**config.mk**
```make
export PLATFORM = sky130hd
export DESIGN_NAME = ir_queue_flat
export DESIGN_NICKNAME = d
export VERILOG_FILES = /design/src/rtl/ir_queue_if.sv /design/src/rtl/ir_queue.sv /design/src/flat_wrapper.sv
export SDC_FILE = /design/constraint.sdc
export NUM_CORES = 1
export LEC_CHECK = 0
export ABC_CLOCK_PERIOD_IN_PS = 6700
export CAP_MARGIN = 20
export CORE_MARGIN = 3
export CORE_UTILIZATION = 25
export DETAILED_ROUTE_END_ITERATION = 10
export HOLD_SLACK_MARGIN = 0.15
export SLEW_MARGIN = 15
export SYNTH_ARGS = -nofsm -noshare
export SYNTH_HDL_FRONTEND = slang
export SYNTH_SLANG_ARGS = --single-unit
```
**constraint.sdc**
```tcl
create_clock -name clk -period 6.7 [get_ports clk]
set_clock_uncertainty 0.2 [all_clocks]
set_input_delay 2.01 -clock clk [delete_from_list [all_inputs] [get_ports clk]]
set_output_delay 2.01 -clock clk [all_outputs]
set_load 0.005 [all_outputs]
```
**src/rtl/ir_queue_if.sv**
```systemverilog
// Fetch-side handshake, execute-side load request and decoded IR outputs of ir_queue.
// The queue is the slave; fetch and execute logic together form the master.
interface ir_queue_if #(
  parameter int WIDTH = 8,
  parameter int OPC_W = 4,
  parameter int DEPTH = 4
);
  localparam int CW = $clog2(DEPTH) + 1;

  logic                   flush;
  logic                   in_valid;
  logic [WIDTH-1:0]       in_data;
  logic                   in_ready;
  logic                   ir_load;
  logic                   ir_valid;
  logic [WIDTH-1:0]       ir_out;
  logic [OPC_W-1:0]       opcode;
  logic [WIDTH-OPC_W-1:0] operand;
  logic [CW-1:0]          count;

  modport master (
    output flush, in_valid, in_data, ir_load,
    input  in_ready, ir_valid, ir_out, opcode, operand, count
  );

  modport slave (
    input  flush, in_valid, in_data, ir_load,
    output in_ready, ir_valid, ir_out, opcode, operand, count
  );
endinterface

```
**src/rtl/ir_queue.sv**
```systemverilog
// Instruction register fed by a DEPTH-entry prefetch FIFO.
// A load pops the head into the IR; flush empties the queue and invalidates the IR.
module ir_queue #(
  parameter int WIDTH = 8,
  parameter int OPC_W = 4,
  parameter int DEPTH = 4
) (
  input  logic        clk,
  input  logic        rst_n,
  ir_queue_if.slave   bus
);
  localparam int AW = $clog2(DEPTH);
  localparam int CW = AW + 1;

  logic [WIDTH-1:0] mem_q [DEPTH];
  logic [AW-1:0]    wr_ptr_q, wr_ptr_d;
  logic [AW-1:0]    rd_ptr_q, rd_ptr_d;
  logic [CW-1:0]    count_q, count_d;
  logic [WIDTH-1:0] ir_out_q, ir_out_d;
  logic             ir_valid_q, ir_valid_d;
  logic             push, pop, in_ready;

  // Registered-state only, so ir_load never reaches in_ready.
  assign in_ready = (count_q < CW'(DEPTH));

  always_comb begin
    push       = bus.in_valid && in_ready && !bus.flush;
    pop        = bus.ir_load && (count_q != '0) && !bus.flush;
    wr_ptr_d   = wr_ptr_q;
    rd_ptr_d   = rd_ptr_q;
    count_d    = count_q;
    ir_out_d   = ir_out_q;
    ir_valid_d = ir_valid_q;
    if (bus.flush) begin
      wr_ptr_d   = '0;
      rd_ptr_d   = '0;
      count_d    = '0;
      ir_valid_d = 1'b0;
    end else begin
      if (push) wr_ptr_d = wr_ptr_q + AW'(1);
      if (pop) begin
        rd_ptr_d   = rd_ptr_q + AW'(1);
        ir_out_d   = mem_q[rd_ptr_q];
        ir_valid_d = 1'b1;
      end else if (bus.ir_load) begin
        ir_valid_d = 1'b0;
      end
      if (push && !pop)      count_d = count_q + CW'(1);
      else if (pop && !push) count_d = count_q - CW'(1);
    end
  end

  always_ff @(posedge clk or negedge rst_n) begin
    if (!rst_n) begin
      wr_ptr_q   <= '0;
      rd_ptr_q   <= '0;
      count_q    <= '0;
      ir_out_q   <= '0;
      ir_valid_q <= 1'b0;
    end else begin
      wr_ptr_q   <= wr_ptr_d;
      rd_ptr_q   <= rd_ptr_d;
      count_q    <= count_d;
      ir_out_q   <= ir_out_d;
      ir_valid_q <= ir_valid_d;
    end
  end

  // Storage is not reset; count guards every read.
  always_ff @(posedge clk) begin
    if (push) mem_q[wr_ptr_q] <= bus.in_data;
  end

  assign bus.in_ready = in_ready;
  assign bus.count    = count_q;
  assign bus.ir_valid = ir_valid_q;
  assign bus.ir_out   = ir_out_q;
  assign bus.opcode   = ir_out_q[WIDTH-1 -: OPC_W];
  assign bus.operand  = ir_out_q[WIDTH-OPC_W-1:0];
endmodule

```
**src/flat_wrapper.sv**
```systemverilog
// flat-port wrapper written by rule: the top's interface ports become plain ports
module ir_queue_flat 
#(
  parameter int WIDTH = 8,
  parameter int OPC_W = 4,
  parameter int DEPTH = 4
)
  (clk, rst_n, bus_flush, bus_in_valid, bus_in_data, bus_ir_load, bus_in_ready, bus_ir_valid, bus_ir_out, bus_opcode, bus_operand, bus_count);
  ir_queue_if #(.WIDTH(WIDTH), .OPC_W(OPC_W), .DEPTH(DEPTH)) bus_i ();
  input  logic clk;
  input  logic rst_n;
  input wire logic [$bits(bus_i.flush)-1:0] bus_flush;
  input wire logic [$bits(bus_i.in_valid)-1:0] bus_in_valid;
  input wire logic [$bits(bus_i.in_data)-1:0] bus_in_data;
  input wire logic [$bits(bus_i.ir_load)-1:0] bus_ir_load;
  output wire logic [$bits(bus_i.in_ready)-1:0] bus_in_ready;
  output wire logic [$bits(bus_i.ir_valid)-1:0] bus_ir_valid;
  output wire logic [$bits(bus_i.ir_out)-1:0] bus_ir_out;
  output wire logic [$bits(bus_i.opcode)-1:0] bus_opcode;
  output wire logic [$bits(bus_i.operand)-1:0] bus_operand;
  output wire logic [$bits(bus_i.count)-1:0] bus_count;
  assign bus_i.flush = bus_flush;
  assign bus_i.in_valid = bus_in_valid;
  assign bus_i.in_data = bus_in_data;
  assign bus_i.ir_load = bus_ir_load;
  assign bus_in_ready = bus_i.in_ready;
  assign bus_ir_valid = bus_i.ir_valid;
  assign bus_ir_out = bus_i.ir_out;
  assign bus_opcode = bus_i.opcode;
  assign bus_operand = bus_i.operand;
  assign bus_count = bus_i.count;
  ir_queue #(.WIDTH(WIDTH), .OPC_W(OPC_W), .DEPTH(DEPTH)) u_core (.clk(clk), .rst_n(rst_n), .bus(bus_i));
endmodule
```
==> results of run 1 <==
## layer usage
| metal | vias up | GRT usage (%) | wire length, um | share of wire (%) |
|---|---|---|---|---|
| li1 | 533 | - | - | - |
| met1 | 584 | 10.98 | 1677 | 45 |
| met2 | 23 | 12.55 | 1841 | 49 |
| met3 | 4 | 3.539 | 172 | 4.6 |
| met4 | 0 | 1.891 | 36 | 0.97 |
| met5 | - | 0 | 0 | 0 |
## worst max-delay path, stage by stage
cell and delay [ns]:
clkdlybuf4s50_1 0.65, and2b_1 0.25, nor2b_1 0.24, and2_1 0.18
fa_1 0.43, nor3b_1 0.24, o21bai_1 0.09, a31oi_1 0.15
## synthesized netlist by cell type, drive strengths merged
cell type / instances
dfrtp: 16
nor2b: 4
buf: 14
ha: 4
o221ai: 1
fa: 1
mux4: 8
o21ai: 1
nand3b: 1
o21bai: 2
a21oi: 1
nor2: 6
and2b: 1
and3b: 1
o311ai: 1
clkbuf: 2
nor3b: 2
edfxtp: 32
a31oi: 3
o211ai: 1
inv: 6
xor2: 3
mux2i: 1
nand2b: 4
or4b: 1
o31ai: 2
xnor2: 1
and2: 5
a21o: 2
mux2: 8
## final cells by class
class                   count  area (um2)
inverters                   6       22.52
fillers                   805        5718
well taps                 105       131.4
flip-flops and latches     48        1361
clock buffers               5       68.82
multi-input cells          65       653.1
clock inverters             3       13.76
repair buffers             33       330.3
## sequential cells by signal, indices dropped and copies added (netlist names)
signal               cells
u_core.mem_q            32
u_core.wr_ptr_q          2
u_core.bus.ir_valid      1
u_core.bus.count         3
u_core.bus.ir_out        8
u_core.rd_ptr_q          2
## where the power goes
part / internal [W] / switching, W
Clock: 0.0000710 / 0.0000908
Combinational: 0.000183 / 0.0000862
Sequential: 0.000364 / 0.0000570
## layout by cell type, fill, tap and decap left out
master / n
a21o_1: 2
o21ai_0: 1
a31oi_1: 3
nand3b_1: 1
mux2i_1: 1
o31ai_1: 1
o221ai_1: 1
xnor2_1: 1
nand2b_1: 4
clkinv_1: 1
ha_1: 4
mux4_2: 8
and2b_1: 1
o21bai_1: 2
and3b_1: 1
nor2_1: 5
a21oi_1: 1
and2_1: 5
edfxtp_1: 32
dfrtp_1: 16
xor2_1: 3
clkbuf_8: 5
clkinv_2: 2
fa_1: 1
inv_1: 6
nor2_2: 1
clkdlybuf4s50_1: 33
nor3b_1: 2
or4b_1: 1
o311ai_0: 1
mux2_2: 8
o31ai_4: 1
o211ai_1: 1
nor2b_1: 4
## kinds of logic after synthesis
| family | share of synthesized area (%) |
|---|---|
| mux | 13.02 |
| buf+inv | 6.395 |
| flops | 63.26 |
| simple gates | 7.209 |
| xor+xnor | 1.628 |
| compound gates | 5.232 |
| fa+ha+maj | 3.256 |
## how the worst max path moves through the flow
stage                                            to  slack, ns  cells past startpoint
floorplan           u_core.bus.count[1]$_DFFE_PN0P_       2.85                      8
global placement    u_core.bus.count[1]$_DFFE_PN0P_       2.25                      8
detailed placement  u_core.bus.count[1]$_DFFE_PN0P_       2.19                      8
CTS                 u_core.bus.count[1]$_DFFE_PN0P_       2.50                      8
global route        u_core.bus.count[1]$_DFFE_PN0P_       2.24                      8
finish              u_core.bus.count[1]$_DFFE_PN0P_       2.49                      8
## per-stage QoR
step	setup WS (ns)	hold slack, ns
after floorplan	2.851	0.3293
after global placement	2.246	0.3122
after detailed placement	2.190	0.3250
after CTS	2.496	0.3407
after global routing	2.240	0.3757
final	2.486	0.3339
==> impl_results.md, run 1 <==
* GPL Wtd Cong at 0.7522
* Hold depth at 1
* Worst min-delay path startpoint: u_core.bus.ir_out[3]$_DFFE_PN0P_
* Slack of the worst reg-to-reg path at 4.25 ns
* Tmin final at 4.214 ns
* Power Dens Cells at 330.2 nW/um2
* Area Overhead vs Synth at 19.94%
* Post-synth cell types at 34
* Worst R2R Path Depth at 7
* Wire per inst at 14.06 um
* Die height at 98.78 um
* RSZ-0062 raised after global routing: no
* Worst R2R End: u_core.bus.count[1]$_DFFE_PN0P_
* LEAKAGE at 0.9004 nW
* Critical Path Sink Type: register
* Post-detailed-route count of antenna-violating nets at 0
* Global Route Usage Sum at 8.256%
* Placed inst area at 2499 um2
* Later-pin clock latency in the skew report at 0.29 ns
* Share of cells above drive strength 1 at 15.63%
* Synth area leaders: edfxtp_1 45%, dfrtp_1 19%, mux4_2 8.4%
* Root buffer cell: clkbuf_8
* Starting density of the core at 25.93%
* First-pass GRT wire length at 6196 um
* Peak supply drop at 92.38 uV
* Worst min-delay path class: register to register
* Final setup fails at 0
* TritonCTS Buffers at 5
* Largest net degree at the start of global routing at 17
* Max-Cap Viols at 0
* Achievable Freq at 0.2373 GHz
* Mapped Avg Cell Area at 15.94 um2
* Yosys Warn Count at 0
* Iter 0 DRT Violations at 132
* Worst-path clk slew at 0.09 ns
* Post-Layout Cell Count at 265
* Final nets at 177
* Max-slew headroom at 45.71%
* TritonRoute pass-1 iters at 4
* Area share of the largest cell type after synthesis at 44.65%
* Crit path required time at 6.72 ns
* Tcrit/Tclk final at 62.90%
* Final Max Slew Viols at 0
* Overflow after GRT at 0
* Seq/Total Area, Yosys at 63.26%
* Final WL at 3727 um
* Syn Inst Count at 135
* Vias per cell at 4.317
* H-Tree Depth at 2
* Inst Count DP at 257
* Final Cell Area at 2581 um2
* Port Buffer Count at 33
* Worst endpoint data arrival time at 4.23 ns
* Detail Placement HPWL at 2546 um
* Measured slew at the worst slew-check pin at 0.8118 ns
* Critical path launch point type: input pin
* Total power at 0.0008524 W
* Flops & latches, synth at 48
* CP Max Fanout at 10
* Outcome: finished clean
* TritonCTS clock tree: yes
* R2r startpoint: u_core.bus.count[2]$_DFFE_PN0P_
* Synth Net Count at 153
* Die W at 98.78 um
* Final-report hold violation count at 0
* Layout Utilization at 31.10%
* Die footprint at 9757 um2
* Cts-stage hold buffer count at 0
* Top-level I/O count at 34
* Max clock buf depth at 2
* CP Launch Point: bus_in_valid
* Core Area at 8299 um2
* Ant. Diodes at 0
* Netlist Area Pre-Place at 2152 um2
* DR DRC count at 0
* Post-synth top area cell: edfxtp_1
* Final TNS setup at 0 ns
* Postcts setup bufs at 0
* # rows at 33
* Number of clock sinks at 48
* Resize count post-CTS at 0
* Worst Hold Path EP: u_core.bus.ir_out[3]$_DFFE_PN0P_
* Antenna violations before repair at 0
* Vias at 1144
* Setup CP Type: input pin to register
* Vias in the first global route at 1154
No activity file was read; power rests on OpenSTA's default activity.
==> run 2: changes to the inputs <==
Settings changed: ABC_CLOCK_PERIOD_IN_PS 6700 to 4200.
Clock period 6.7 ns to 4.2 ns, I/O delays scaled along.
==> impl_results.md, run 2 (synthesis results as in run 1) <==
* Final Cell Area at 2604 um2 (+0.87%)
* Commonest non-fill, non-tap cell in the layout: clkdlybuf4s50_1
* Final-report hold violation count at 0 (unchanged)
* Power Dens Cells at 530.0 nW/um2 (+60%)
* Die height at 98.78 um (unchanged)
* Antenna violations before repair at 0 (unchanged)
* Postcts setup bufs at 0 (unchanged)
* Max reg flops at 32 (unchanged)
* Area Overhead vs Synth at 20.99%
* FILL cells at 813 (+0.99%)
* H-Tree Depth at 2 (unchanged)
* Cts-stage hold buffer count at 0 (unchanged)
* Later-pin clock latency in the skew report at 0.30 ns (about the same)
* Overflow after GRT at 0 (unchanged)
* Top reg by flops: u_core.mem_q
* Critical Path Sink: u_core.bus.count[1]$_DFFE_PN0P_
* Slack of the worst reg-to-reg path at 1.77 ns (-2.48 ns)
* Worst min-delay path class: register to register
* Die footprint at 9757 um2 (unchanged)
* Post-Layout Cell Count at 267 (+0.75%)
* Worst-path clk slew at 0.08 ns (about the same)
* LEAKAGE at 0.9102 nW (+1.1%)
* Inst Count DP at 259 (+0.78%)
* Top-level I/O count at 34 (unchanged)
* Vias in the first global route at 1227 (+6.3%)
* Peak supply drop at 136.9 uV (+48%)
* Final nets at 179 (+1.1%)
* CP Launch Point: bus_in_valid
* Largest net degree at the start of global routing at 17 (unchanged)
* Achievable Freq at 0.2906 GHz
* Total power at 0.001380 W (+62%)
* Tmin final at 3.442 ns
* Detail Placement HPWL at 2648 um (+4.0%)
* Placed inst area at 2514 um2 (+0.60%)
* # rows at 33 (unchanged)
* Core Area at 8299 um2 (unchanged)
* Max-slew headroom at 44.34% (-1.4 points)
* R2r startpoint: u_core.bus.count[2]$_DFFE_PN0P_
* Worst R2R Path Depth at 7 (unchanged)
* Resize count post-CTS at 0 (unchanged)
* CP Max Fanout at 10 (unchanged)
* Number of clock sinks at 48 (unchanged)
* Vias per cell at 4.262 (-1.3%)
* Max-Cap Viols at 0 (unchanged)
* Post-detailed-route count of antenna-violating nets at 0 (unchanged)
* Root buffer cell: clkbuf_8
* Most frequent cells in the layout: 33 x clkdlybuf4s50_1, 32 x edfxtp_1, 16 x dfrtp_1
* Critical path launch point type: input pin
* Worst endpoint data arrival time at 3.47 ns (-0.76 ns)
* TritonRoute pass-1 iters at 4 (unchanged)
* Layout Utilization at 31.37% (+0.27 points)
* Iter 0 DRT Violations at 78 (-41%)
* Critical-path cell list: clkdlybuf4s50_1 > and2b_1 > nor2b_1 > and2_1 > fa_1 > nor3b_1 > o21bai_1 > a31oi_1
* Worst path slowest cell: clkdlybuf4s50_1
* Final setup fails at 0 (unchanged)
* Worst R2R End: u_core.bus.count[1]$_DFFE_PN0P_
* Global Route Usage Sum at 8.559% (+0.30 points)
* Wire per inst at 14.37 um (+2.2%)
* GPL Wtd Cong at 0.7444 (-1.0%)
* Share of cells above drive strength 1 at 16.05% (+0.42 points)
* Outcome: finished clean
* Starting density of the core at 25.93% (unchanged)
* Final TNS setup at 0 ns (unchanged)
* Final WL at 3837 um (+3.0%)
* Tcrit/Tclk final at 81.94%
* Measured slew at the worst slew-check pin at 0.8324 ns (+0.02057 ns)
* TritonCTS clock tree: yes
* Setup CP Type: input pin to register
* Crit path required time at 4.22 ns (-2.50 ns)
* Vias at 1138 (-0.52%)
* Die W at 98.78 um (unchanged)
* Final Max Slew Viols at 0 (unchanged)
* Critical Path Sink Type: register
* Ant. Diodes at 0 (unchanged)
* RSZ-0062 raised after global routing: no
* First-pass GRT wire length at 6354 um (+2.6%)
* Slowest stage delay, CP at 0.64 ns (about the same)
* Port Buffer Count at 33 (unchanged)
* TritonCTS Buffers at 5 (unchanged)
* Max clock buf depth at 2 (unchanged)
* DR DRC count at 0 (unchanged)
run 2: cell count changes in the layout (fill, tap and decap cells not counted), sizes merged:
| cell | delta |
|---|---|
| buf | +2 |
| clkbuf | +3 |
| clkinv | -3 |
run 2: area by class of cell:
class,instances,area (um2),share of cell area (%)
clock buffers,8,90.09,3.460
inverters,6,22.52,0.8650
multi-input cells,65,653.1,25.08
flip-flops and latches,48,1361,52.28
well taps,105,131.4,5.046
repair buffers,35,345.3,13.26
run 2: layer usage:
metal | vias up | part of all wire [%] | routed length, um | GRT usage, %
met3 | 6 | 5.9 | 226 | 3.539
met1 | 563 | 43 | 1636 | 10.32
met5 | - | 0 | 0 | 0
met2 | 29 | 50 | 1924 | 14.05
li1 | 540 | - | - | -
met4 | 0 | 1.3 | 50 | 2.521
run 2: critical path, delay by kind of cell:
family	cells	cell delay, ns
compound gates	2	0.24
simple gates	4	0.89
buf+inv	1	0.64
fa+ha+maj	1	0.43
run 2: through the flow:
stage	hold WS [ns]	setup slack, ns
after detailed placement	0.3264	0.4501
after global routing	0.3761	0.5741
after CTS	0.3424	0.7666
after floorplan	0.3293	1.101
final	0.3362	0.7583
after global placement	0.3124	0.5048
run 2: worst min-delay path by stage:
stage	slack (ns)	start	cells after the start	endpoint
finish	0.34	u_core.bus.ir_out[1]$_DFFE_PN0P_	1	u_core.bus.ir_out[1]$_DFFE_PN0P_
global route	0.38	u_core.bus.ir_out[3]$_DFFE_PN0P_	1	u_core.bus.ir_out[3]$_DFFE_PN0P_
CTS	0.34	u_core.bus.ir_out[1]$_DFFE_PN0P_	1	u_core.bus.ir_out[1]$_DFFE_PN0P_
detailed placement	0.33	u_core.bus.ir_out[1]$_DFFE_PN0P_	1	u_core.bus.ir_out[1]$_DFFE_PN0P_
global placement	0.31	u_core.bus.ir_out[3]$_DFFE_PN0P_	1	u_core.bus.ir_out[3]$_DFFE_PN0P_
floorplan	0.33	u_core.bus.ir_out[0]$_DFFE_PN0P_	1	u_core.bus.ir_out[0]$_DFFE_PN0P_
run 2: power breakdown:
| part | total (W) | internal, W | switching, W |
|---|---|---|---|
| Combinational | 0.000432 | 0.000294 | 0.000139 |
| Clock | 0.000276 | 0.000134 | 0.000142 |
| Sequential | 0.000671 | 0.000581 | 0.0000907 |
==> run 3: changes to the inputs <==
Settings changed: ABC_CLOCK_PERIOD_IN_PS 4200 to 3600.
Clock period 4.2 ns to 3.6 ns, I/O delays scaled along.
==> impl_results.md, run 3 (synthesis results as in run 1) <==
* Final setup fails at 0 (unchanged)
* CP bufs+invs at 1 (unchanged)
* Hold WS at 0.3359 ns (-0.0002620 ns)
* Post-detailed-route count of antenna-violating nets at 0 (unchanged)
* Postcts setup bufs at 0 (unchanged)
* Commonest non-fill, non-tap cell in the layout: clkdlybuf4s50_1
* # rows at 33 (unchanged)
* Slowest stage delay, CP at 0.47 ns (-0.17 ns)
* Top-level I/O count at 34 (unchanged)
* Max reg flops at 32 (unchanged)
* FILL cells at 789 (-3.0%)
* Vias per cell at 4.248 (-0.33%)
* Critical path launch point type: input pin
* Worst Hold Path EP: u_core.bus.ir_out[0]$_DFFE_PN0P_
* Peak supply drop at 199.1 uV (+46%)
* RSZ-0062 raised after global routing: no
* Top reg by flops: u_core.mem_q
* Ant. Diodes at 0 (unchanged)
* CP Max Fanout at 5 (-5)
* Final Max Slew Viols at 0 (unchanged)
* TritonCTS Buffers at 5 (unchanged)
* Number of clock sinks at 48 (unchanged)
* Port Buffer Count at 33 (unchanged)
* Starting density of the core at 25.93% (unchanged)
* TritonRoute pass-1 iters at 4 (unchanged)
* Max clock buf depth at 2 (unchanged)
* Final nets at 182 (+1.7%)
* LEAKAGE at 0.9345 nW (+2.7%)
* Share of cells above drive strength 1 at 18.79% (+2.7 points)
* Worst R2R End: u_core.bus.count[1]$_DFFE_PN0P_
* Measured slew at the worst slew-check pin at 0.8250 ns (-0.007341 ns)
* Most frequent cells in the layout: 33 x clkdlybuf4s50_1, 32 x edfxtp_1, 16 x dfrtp_1
* Vias at 1147 (+0.79%)
* Critical Path Sink Type: register
* Crit path required time at 3.62 ns (-0.60 ns)
* Hold depth at 1 (unchanged)
* Placed inst area at 2536 um2 (+0.90%)
* GPL Wtd Cong at 0.7280 (-2.2%)
* Max-slew headroom at 44.83% (+0.49 points)
* Critical-path cell list: clkdlybuf4s50_1 > and2b_1 > nor2b_1 > and2_1 > fa_1 > nor3b_1 > o21bai_1 > a31oi_1
* Cts-stage hold buffer count at 0 (unchanged)
* Die height at 98.78 um (unchanged)
* Power Dens Cells at 638.2 nW/um2 (+20%)
* H-Tree Depth at 2 (unchanged)
* Worst-path clk slew at 0.09 ns (about the same)
* Worst min-delay path class: register to register
* CP Launch Point: bus_in_valid
* Die W at 98.78 um (unchanged)
* Tmin final at 2.984 ns
* Largest net degree at the start of global routing at 17 (unchanged)
* Final Cell Area at 2651 um2 (+1.8%)
* Root buffer cell: clkbuf_8
* Area Overhead vs Synth at 23.20%
* Setup CP Type: input pin to register
* Achievable Freq at 0.3351 GHz
* Die footprint at 9757 um2 (unchanged)
* Overflow after GRT at 0 (unchanged)
* Worst path slowest cell: clkdlybuf4s50_1
* Max-Cap Viols at 0 (unchanged)
* Vias in the first global route at 1215 (-0.98%)
* Core Area at 8299 um2 (unchanged)
* Global Route Usage Sum at 8.494% (-0.066 points)
* Outcome: finished clean
* Antenna violations before repair at 0 (unchanged)
* Slack of the worst reg-to-reg path at 1.23 ns (-0.54 ns)
* First-pass GRT wire length at 6361 um (+0.11%)
* Iter 0 DRT Violations at 97 (+24%)
* Wire per inst at 14.52 um (+1.0%)
* DR DRC count at 0 (unchanged)
* Worst endpoint data arrival time at 3.01 ns (-0.46 ns)
* Final-report hold violation count at 0 (unchanged)
* TritonCTS clock tree: yes
* Tcrit/Tclk final at 82.88%
* Later-pin clock latency in the skew report at 0.30 ns (about the same)
* R2r startpoint: u_core.bus.count[2]$_DFFE_PN0P_
* Final TNS setup at 0 ns (unchanged)
* Worst min-delay path startpoint: u_core.bus.ir_out[0]$_DFFE_PN0P_
* Resize count post-CTS at 0 (unchanged)
* Worst R2R Path Depth at 7 (unchanged)
* Final WL at 3920 um (+2.2%)
* Top delay family on crit path: simple AND/OR/NAND/NOR gates
* Detail Placement HPWL at 2640 um (-0.32%)
==> run 3: layout make-up <==
| class | instances | area (um2) | area share [%] |
|---|---|---|---|
| flip-flops and latches | 48 | 1361 | 51.35 |
| clock inverters | 3 | 46.29 | 1.746 |
| inverters | 6 | 22.52 | 0.8495 |
| well taps | 105 | 131.4 | 4.955 |
| clock buffers | 5 | 68.82 | 2.596 |
| multi-input cells | 65 | 653.1 | 24.63 |
| repair buffers | 38 | 367.9 | 13.87 |
==> run 3: worst max-delay path by stage <==
| stage | cells past startpoint | slack (ns) | endpoint |
|---|---|---|---|
| floorplan | 8 | 0.68 | u_core.bus.count[1]$_DFFE_PN0P_ |
| global placement | 8 | 0.33 | u_core.bus.count[1]$_DFFE_PN0P_ |
| detailed placement | 8 | 0.28 | u_core.bus.count[1]$_DFFE_PN0P_ |
| CTS | 8 | 0.60 | u_core.bus.count[1]$_DFFE_PN0P_ |
| global route | 8 | 0.46 | u_core.bus.count[1]$_DFFE_PN0P_ |
| finish | 8 | 0.62 | u_core.bus.count[1]$_DFFE_PN0P_ |
==> run 3: stage by stage <==
step | setup WS [ns] | total power, W | cells | util, %
after floorplan | 0.6810 | 0.001103 | 135 | -
after global placement | 0.3276 | 0.001312 | 262 | 30.56
after detailed placement | 0.2810 | 0.001318 | 262 | 30.56
after CTS | 0.5954 | 0.001719 | 270 | 31.95
after global routing | 0.4591 | 0.001793 | 270 | 31.95
final | 0.6161 | 0.001692 | 270 | 31.95
==> run 3: layer usage <==
layer	GRT usage, %	vias up	wire [um]
met5	0	-	0
li1	-	544	-
met3	2.831	5	179
met4	2.521	0	52
met1	10.39	574	1759
met2	14.26	24	1929
==> run 3: where the power goes <==
part	internal [W]	switching [W]	leakage (nW)	total (W)
Sequential	0.000677	0.000109	0.491	0.000786
Combinational	0.000348	0.000162	0.388	0.000510
Clock	0.000209	0.000186	0.0548	0.000396
